`config.mk`:
```
export PLATFORM = sky130hd
export DESIGN_NAME = wave_fifo_reader
export DESIGN_NICKNAME = d
export VERILOG_FILES = /design/src/rtl/wave_fifo_reader.sv
export SDC_FILE = /design/constraint.sdc
export NUM_CORES = 1
export LEC_CHECK = 0
export ABC_AREA = 1
export BUFFER_PORTS_ARGS = -buffer_cell sky130_fd_sc_hd__buf_4
export CAP_MARGIN = 20
export CORE_ASPECT_RATIO = 0.5
export CORE_UTILIZATION = 40
export CTS_CLUSTER_DIAMETER = 30
export DETAILED_ROUTE_END_ITERATION = 8
export SYNTH_ARGS = -nofsm -noshare
export SYNTH_HDL_FRONTEND = slang
export SYNTH_SLANG_ARGS = --single-unit
```
`constraint.sdc`:
```
create_clock -name clk -period 3.8 [get_ports clk]
set_clock_uncertainty 0.1 [all_clocks]
set_input_delay 0.57 -clock clk [delete_from_list [all_inputs] [get_ports clk]]
set_output_delay 0.57 -clock clk [all_outputs]
set_load 0.005 [all_outputs]
```
`src/rtl/wave_fifo_reader.sv`:
```
// wave_fifo_reader: read-side engine for the waveform sample FIFO.
// Prefetches samples into a 4-entry buffer to hide the FIFO's registered
// read latency, then emits one sample per programmable period to the DAC.
`timescale 1ns/1ps
module wave_fifo_reader #(
  parameter int p_nbit_d   = 16,
  parameter int p_rd_lat   = 2,
  parameter int p_nbit_div = 16
) (
  input  logic                  clk,
  input  logic                  rst_n,
  input  logic                  en,
  input  logic [p_nbit_div-1:0] div,
  input  logic                  clr_underrun,
  output logic                  fifo_rd,
  input  logic [p_nbit_d-1:0]   fifo_rdata,
  input  logic                  fifo_empty,
  output logic [p_nbit_d-1:0]   dac_data,
  output logic                  dac_strobe,
  output logic                  underrun,
  output logic                  busy,
  output logic [2:0]            level
);

  typedef enum logic {S_IDLE, S_RUN} state_t;

  localparam logic [p_nbit_div-1:0] CNT_ONE = 1;

  state_t                state_q, state_d;
  logic [p_nbit_div-1:0] cnt_q, cnt_d;
  logic [p_rd_lat:1]     vld_pipe_q;          // stage i: read issued i cycles ago
  logic [p_nbit_d-1:0]   mem_q [4];
  logic [1:0]            wptr_q, wptr_d, rptr_q, rptr_d;
  logic [2:0]            occ_q, occ_d;
  logic [p_nbit_d-1:0]   dac_data_q, dac_data_d;
  logic                  strobe_q, strobe_d;
  logic                  under_q, under_d;

  logic [3:0] inflight, fill;
  logic       push, pop, tick, run;

  // Read request: keep buffer plus reads in flight at most 4. Gated by rst_n
  // so no read escapes while the shared reset is held.
  always_comb begin
    inflight = '0;
    for (int i = 1; i <= p_rd_lat; i++) inflight = inflight + {3'b000, vld_pipe_q[i]};
    fill    = {1'b0, occ_q} + inflight;
    fifo_rd = rst_n & ~fifo_empty & (fill < 4'd4);
    push    = vld_pipe_q[p_rd_lat];
  end

  // Valid shift register mirroring the FIFO's read latency.
  always_ff @(posedge clk or negedge rst_n) begin
    if (!rst_n) begin
      vld_pipe_q <= '0;
    end else begin
      vld_pipe_q[1] <= fifo_rd;
      for (int i = 2; i <= p_rd_lat; i++) vld_pipe_q[i] <= vld_pipe_q[i-1];
    end
  end

  // State register.
  always_ff @(posedge clk or negedge rst_n) begin
    if (!rst_n) state_q <= S_IDLE;
    else        state_q <= state_d;
  end

  // Next state: start once a sample is buffered; dropping en wins over a tick.
  always_comb begin
    state_d = state_q;
    case (state_q)
      S_IDLE:  if (en && occ_q != 3'd0) state_d = S_RUN;
      S_RUN:   if (!en) state_d = S_IDLE;
      default: state_d = S_IDLE;
    endcase
  end

  // Tick counter, buffer pointers, output and underrun next-state.
  always_comb begin
    run        = (state_q == S_RUN);
    tick       = run & en & (cnt_q >= div);
    pop        = tick & (occ_q != 3'd0);
    cnt_d      = '0;
    if (run && en) cnt_d = tick ? '0 : cnt_q + CNT_ONE;
    wptr_d     = push ? wptr_q + 2'd1 : wptr_q;
    rptr_d     = pop  ? rptr_q + 2'd1 : rptr_q;
    occ_d      = occ_q;
    if (push && !pop)      occ_d = occ_q + 3'd1;
    else if (!push && pop) occ_d = occ_q - 3'd1;
    dac_data_d = pop ? mem_q[rptr_q] : dac_data_q;
    strobe_d   = pop;
    under_d    = under_q;
    if (tick && occ_q == 3'd0) under_d = 1'b1;
    else if (clr_underrun)     under_d = 1'b0;
  end

  // Control and output registers.
  always_ff @(posedge clk or negedge rst_n) begin
    if (!rst_n) begin
      cnt_q      <= '0;
      wptr_q     <= '0;
      rptr_q     <= '0;
      occ_q      <= '0;
      dac_data_q <= '0;
      strobe_q   <= 1'b0;
      under_q    <= 1'b0;
    end else begin
      cnt_q      <= cnt_d;
      wptr_q     <= wptr_d;
      rptr_q     <= rptr_d;
      occ_q      <= occ_d;
      dac_data_q <= dac_data_d;
      strobe_q   <= strobe_d;
      under_q    <= under_d;
    end
  end

  // Buffer storage; contents are don't-care while occ is 0, so no reset.
  always_ff @(posedge clk) begin
    if (push) mem_q[wptr_q] <= fifo_rdata;
  end

  assign dac_data   = dac_data_q;
  assign dac_strobe = strobe_q;
  assign underrun   = under_q;
  assign busy       = (state_q == S_RUN);
  assign level      = occ_q;

  // The read-request rule must make buffer overflow unreachable.
  a_no_overflow: assert property (@(posedge clk) disable iff (!rst_n)
    !(push && !pop && occ_q == 3'd4));
  a_fill_bound: assert property (@(posedge clk) disable iff (!rst_n) fill <= 4'd4);

endmodule

```
**Word level (Yosys, flattened, before mapping)**

Memory sizes are Yosys's and may differ from the RTL's. A register that Yosys moved wholly into a read port is not among the register bits.
Cells that the tools add are included.

- Add/subtract/negate cells: 7
- Magnitude comparators: 2
- Multiplexer cells: 11
- Bitwise logic cells: 7
- Reduce and logical (&&, ||, !) cells: 12

Operator list:

| cell | number |
|---|---|
| 16-bit two-way mux | 2 |
| 16-bit by 1-bit adder with 16-bit output, second input constant | 1 |
| 16-bit greater-or-equal comparator | 1 |
| 1-bit two-way mux | 6 |
| 3-bit two-way mux | 2 |
| 1-bit AND | 5 |
| 1-bit logical AND | 5 |
| 2-bit by 1-bit adder with 2-bit output, second input constant | 2 |
| 3-bit by 2-bit adder with 4-bit output | 1 |
| 4-bit by 3-bit < comparator with 1-bit output, second input constant | 1 |
| 2-bit nonzero test | 2 |
| 3-bit by 1-bit adder with 3-bit output, second input constant | 1 |
| 1-bit logical NOT | 3 |
| 3-bit logical NOT | 1 |
| 3-bit nonzero test | 1 |
| 3-bit by 1-bit subtractor with 3-bit output, second input constant | 1 |
| 1-bit by 1-bit adder with 2-bit output | 1 |
| 1-bit inverter | 2 |
| 1-bit case mux with 2 select lines | 1 |

- Register bits after elaboration: 28
- RAM bits: 64
- Input bits: 37
- Output and inout port bits: 23
- Word-level logic and storage cells: 48
- Memories: 1

Memory list:

| name | depth | bits a word | read ports | clocked after memory_dff | write ports | line | RTL |
|---|---|---|---|---|---|---|---|
| mem_q | 4 | 16 | 1 | 1 | 1 | 32 | `logic [p_nbit_d-1:0] mem_q [4];` |

**Longest topological paths before layout**

- Depth in word-level cells: 6
- Mapped depth: 19
- Mapped depth without buffers: 18

**Worst setup path before layout**

OpenSTA, ideal clock, no wires.

- Path type: input -> register
- Start: input div[3]
- End: register occ_q[2], in the netlist level[2]
- Library setup time: 0.131 ns
- Data arrival time: 2.474 ns
- Required time: 3.569 ns
- Setup slack: 1.095 ns
- Cell stages on the path: 18
- Path buffers: 1
- Path through: inv_1 -> ha_1 -> nand2_1 -> nor2_1 -> nor2_1 -> nand2_1 -> nand2_1 -> nand2_1 -> nand2_1 -> nand2_2 -> nand3_2 -> buf_6 -> ha_1 -> inv_1 -> fa_1 -> a21oi_1 -> o21ai_0 -> xor2_1

- Longest elaborated chain between the ends: 6
- Elaborated cells between the ends (all ways): 8
- Those cells by class: 1 x order compare; 1 x mux; 2 x bitwise; 4 x reduce/logical

RTL lines:

| item | line | RTL |
|---|---|---|
| start: declaration | 13 | `input logic [p_nbit_div-1:0] div,` |
| 16-bit greater-or-equal comparator * | 81 | `tick = run & en & (cnt_q >= div);` |
| 1-bit AND * | 81 |  |
| 1-bit AND * | 82 | `pop = tick & (occ_q != 3'd0);` |
| 1-bit logical NOT | 88 | `if (push && !pop) occ_d = occ_q + 3'd1;` |
| 1-bit logical AND | 88 |  |
| 3-bit two-way mux or 2-bit nonzero test (tied branches) | - |  |
| end signal: assignment | 103 | `occ_q <= '0;` |
| end signal: assignment | 111 | `occ_q <= occ_d;` |
| end: declaration | 34 | `logic [2:0] occ_q, occ_d;` |

Every way passes the cells marked *; elsewhere a longest branch is shown, timed or not.
A chain may end at the register's enable or synchronous reset.

**Final worst setup path**

- Start: register cnt_q[3]
- End: register occ_q[2], in the netlist level[2]

- Longest elaborated chain between the ends: 6
- Elaborated cells between the ends (all ways): 8
- Those cells by class: 1 x order compare; 1 x mux; 2 x bitwise; 4 x reduce/logical

RTL lines:

| item | line | RTL |
|---|---|---|
| start: declaration | 30 | `logic [p_nbit_div-1:0] cnt_q, cnt_d;` |
| start signal: assignment | 108 | `cnt_q <= cnt_d;` |
| 16-bit greater-or-equal comparator * | 81 |  |
| 1-bit AND * | 81 |  |
| 1-bit AND * | 82 |  |
| 1-bit logical NOT | 88 |  |
| 1-bit logical AND | 88 |  |
| 3-bit two-way mux or 2-bit nonzero test (tied branches) | - |  |

Marks and branches as above.

==> out/qor.yml <==
rsz0062_at_grt: "false"
slew_violations: 0
port_buffers: 59
hold_viol: 0
path_max_fanout: 4
crit_top_cell: "nand2_1"
synth_top_area_share_pct: 39.5
post-dp-hpwl_mm: 6.17
p_sw_uw: 593
ctsResizeCount: 0
area_growth_pct: 18.2
wl_mm: 9.24
r2r-end: "level[2]"
ys_seq_elements: 108
max_freq_ghz: 0.386
drtIter0Drc: 282
num_io_pins: 60
post_cts.repair.setup_buffers: 0
cts_made_buffers: 9
antenna_found_initial: 0
gp_congestion: 0.749
cts_root_buf: "clkbuf_16"
holdBufCountCts: 0
timing.final.crit_share_pct: 68.2
htree_num_levels: 3
tightest_slew_ns: 0.798
end_kind: "register"
pwr_density_cell_nw_per_um2: 431
peakVddDrop_v: 0.000206
p_leak_nw: 2.57
yosysSeqAreaShare_pct: 62.2
overflow: 0
hold_path_class: "input port to asynchronous set/reset pin"
worst_slack_ns: 1.21
avgRoutedWirePerCell_um: 13.9
timing.setup.tns_ns: 0
synth_top_cell_by_area: "edfxtp_1"
fp.coreArea_um2: 11800
swShare_pct: 23.9
cp_slowest_cell: "dfrtp_1"
grt_pass1_wl_mm: 15.2
register_area_um2: 3020
setup.reg_to_reg.worst_slack_ns: 1.21
postSynthCellCount: 439
dp_slack_ns: 0.965
detailedRoute.firstPassIterationCount: 4
track_usage_pct: 16.0
slowest_delay_ns: 0.45
seq_power_share_pct: 52.9
period_minus_slack_ns: 2.59
nets: 556
n_antenna_cell: 0
power_frac_clock_pct: 38.7
crit_type: "register to register"
synthArstFlopShare_pct: 40.7
slew-limit-headroom_pct: 46.7
final_common_cell: "nand2_1"
antenna_left: 0
drc: 0
multi_input_area_um2: 1570
fp-row-count: 28
clock_sinks: 108
final_cell_mix: "69 x nand2_1, 65 x buf_4, 64 x edfxtp_1"
critPathRequiredTime_ns: 3.93
vias: 3181
startpoint_type: "register"
die_width_um: 158
synthTopCellsByArea: "edfxtp_1 40%, dfrtp_1 23%, ha_1 5.9%, nand2_1 5.3%, nor2_1 4.1%"
ys_warn_count: 0
synth_area_per_cell_um2: 11.1
path_clk_slew_ns: 0.07
finalSetupViolations: 0
final_layout_size_suffix_gt1_share_pct: 19.0
grt_pass1_vias: 2928
rr_worst_depth: 16
cp.arrival_ns: 2.72
via_per_inst: 4.78
mappedNetlistArea_um2: 4860
status: "complete, no violations"
initial_core_util_pct: 41.1
synth_edf_count: 64
p_int_mw: 1.89
fill_cells: 1088
r2r_start: "cnt_q[3]"
die-area_um2: 12600
insertion_delay_ns: 0.34
p_comb_share_pct: 8.5
ys.flop_type: "edfxtp_1"
grt_max_degree: 45
clk_path_buf_depth: 2
synth.distinct_cells: 34
syn_nets: 500
cts_tree: "yes"
die_h_um: 80.0
maxCapViolCount: 0
crit_chain: "ha_1, nand2_1, nor2_1, nor2_1, nand2_1, nand2_1, nand2_1, nand2_1, nand2_2, nand3_2, ha_1, inv_1, fa_1, a21oi_1, o21ai_0, xor2_1"
-- cell usage after synthesis, drive strengths merged, types with 8 or more instances --
cell,number
edfxtp,64
buf,18
dfrtp,44
nand2,71
a21oi,9
o21ai,37
ha,23
nor2,57
o22ai,16
nand4,22
nand3,8
xor2,11
inv,40
-- metal layers --
layer  up-vias  track usage, %  part of all wire, %
li1       1610               -                    -
met1      1508            22.1                   49
met2        53            25.2                   46
met3        10            3.80                  4.4
met4         0            4.37                 0.98
met5         -               0                    0
-- cell families after synthesis --
kind of cell | Yosys count | share of synthesized area (%)
AO/OA/AOI/OAI | 65 | 7.34
XOR/XNOR | 17 | 3.06
adder cells (fa/ha/maj) | 24 | 6.33
buffers and inverters | 60 | 5.46
flip-flops | 108 | 62.2
multiplexers | 1 | 0.232
AND/OR/NAND/NOR | 164 | 15.4
-- final cells by class --
class | instances | area share, %
Clock buffer | 9 | 3.92
Clock inverter | 7 | 1.44
Inverter | 40 | 2.61
Multi-Input combinational cell | 271 | 27.4
Sequential cell | 108 | 52.6
Tap cell | 165 | 3.59
Timing Repair Buffer | 65 | 8.49
-- state kept, by name, indices dropped and copies added (netlist names) --
register and count:
vld_pipe_q 2, cnt_q 16, dac_strobe 1, underrun 1, rptr_q 2, wptr_q 2
level 3, busy 1, dac_data 16, mem_q 64
-- power groups by stage --
stage	Combinational (mW)	Clock, mW	Sequential [mW]
5_1_grt	0.239	1.03	1.31
6_report	0.210	0.958	1.31
4_1_cts	0.215	0.982	1.31
3_5_place_dp	0.214	0	1.34
2_1_floorplan	0.116	0	1.33
3_3_place_gp	0.208	0	1.34
-- worst max path at each step --
| stage | start | to | cells after the start | slack, ns |
|---|---|---|---|---|
| after floorplan | div[3] | level[2] | 18 | 1.09 |
| after global placement | div[1] | level[2] | 18 | 0.99 |
| after detailed placement | div[3] | level[2] | 18 | 0.96 |
| after CTS | cnt_q[3] | level[2] | 16 | 1.17 |
| after global routing | cnt_q[3] | level[2] | 16 | 0.91 |
| final | cnt_q[3] | level[2] | 16 | 1.21 |
-- critical path: cells and delay by family (launching register included) --
kind / cells / cell delay, ns
xor gates and xnor gates: 1 / 0.15
buffers and inverters: 1 / 0.06
and+or+nand+nor: 9 / 0.62
AOI/OAI and AO/OA: 2 / 0.25
adders and majority gates: 3 / 0.83
DFF: 1 / 0.45
-- stage by stage --
stage / utilization, % / cells / area [µm²] / hold slack (ns) / power (mW)
after floorplan: - / 439 / 4860 / 0.174 / 1.44
after global placement: 45.9 / 649 / 5440 / 0.272 / 1.54
after detailed placement: 45.9 / 649 / 5440 / 0.270 / 1.55
after CTS: 48.5 / 665 / 5750 / 0.267 / 2.51
after global routing: 48.5 / 665 / 5750 / 0.279 / 2.58
final: 48.5 / 665 / 5750 / 0.232 / 2.48
No activity file was read; power rests on OpenSTA's default activity.
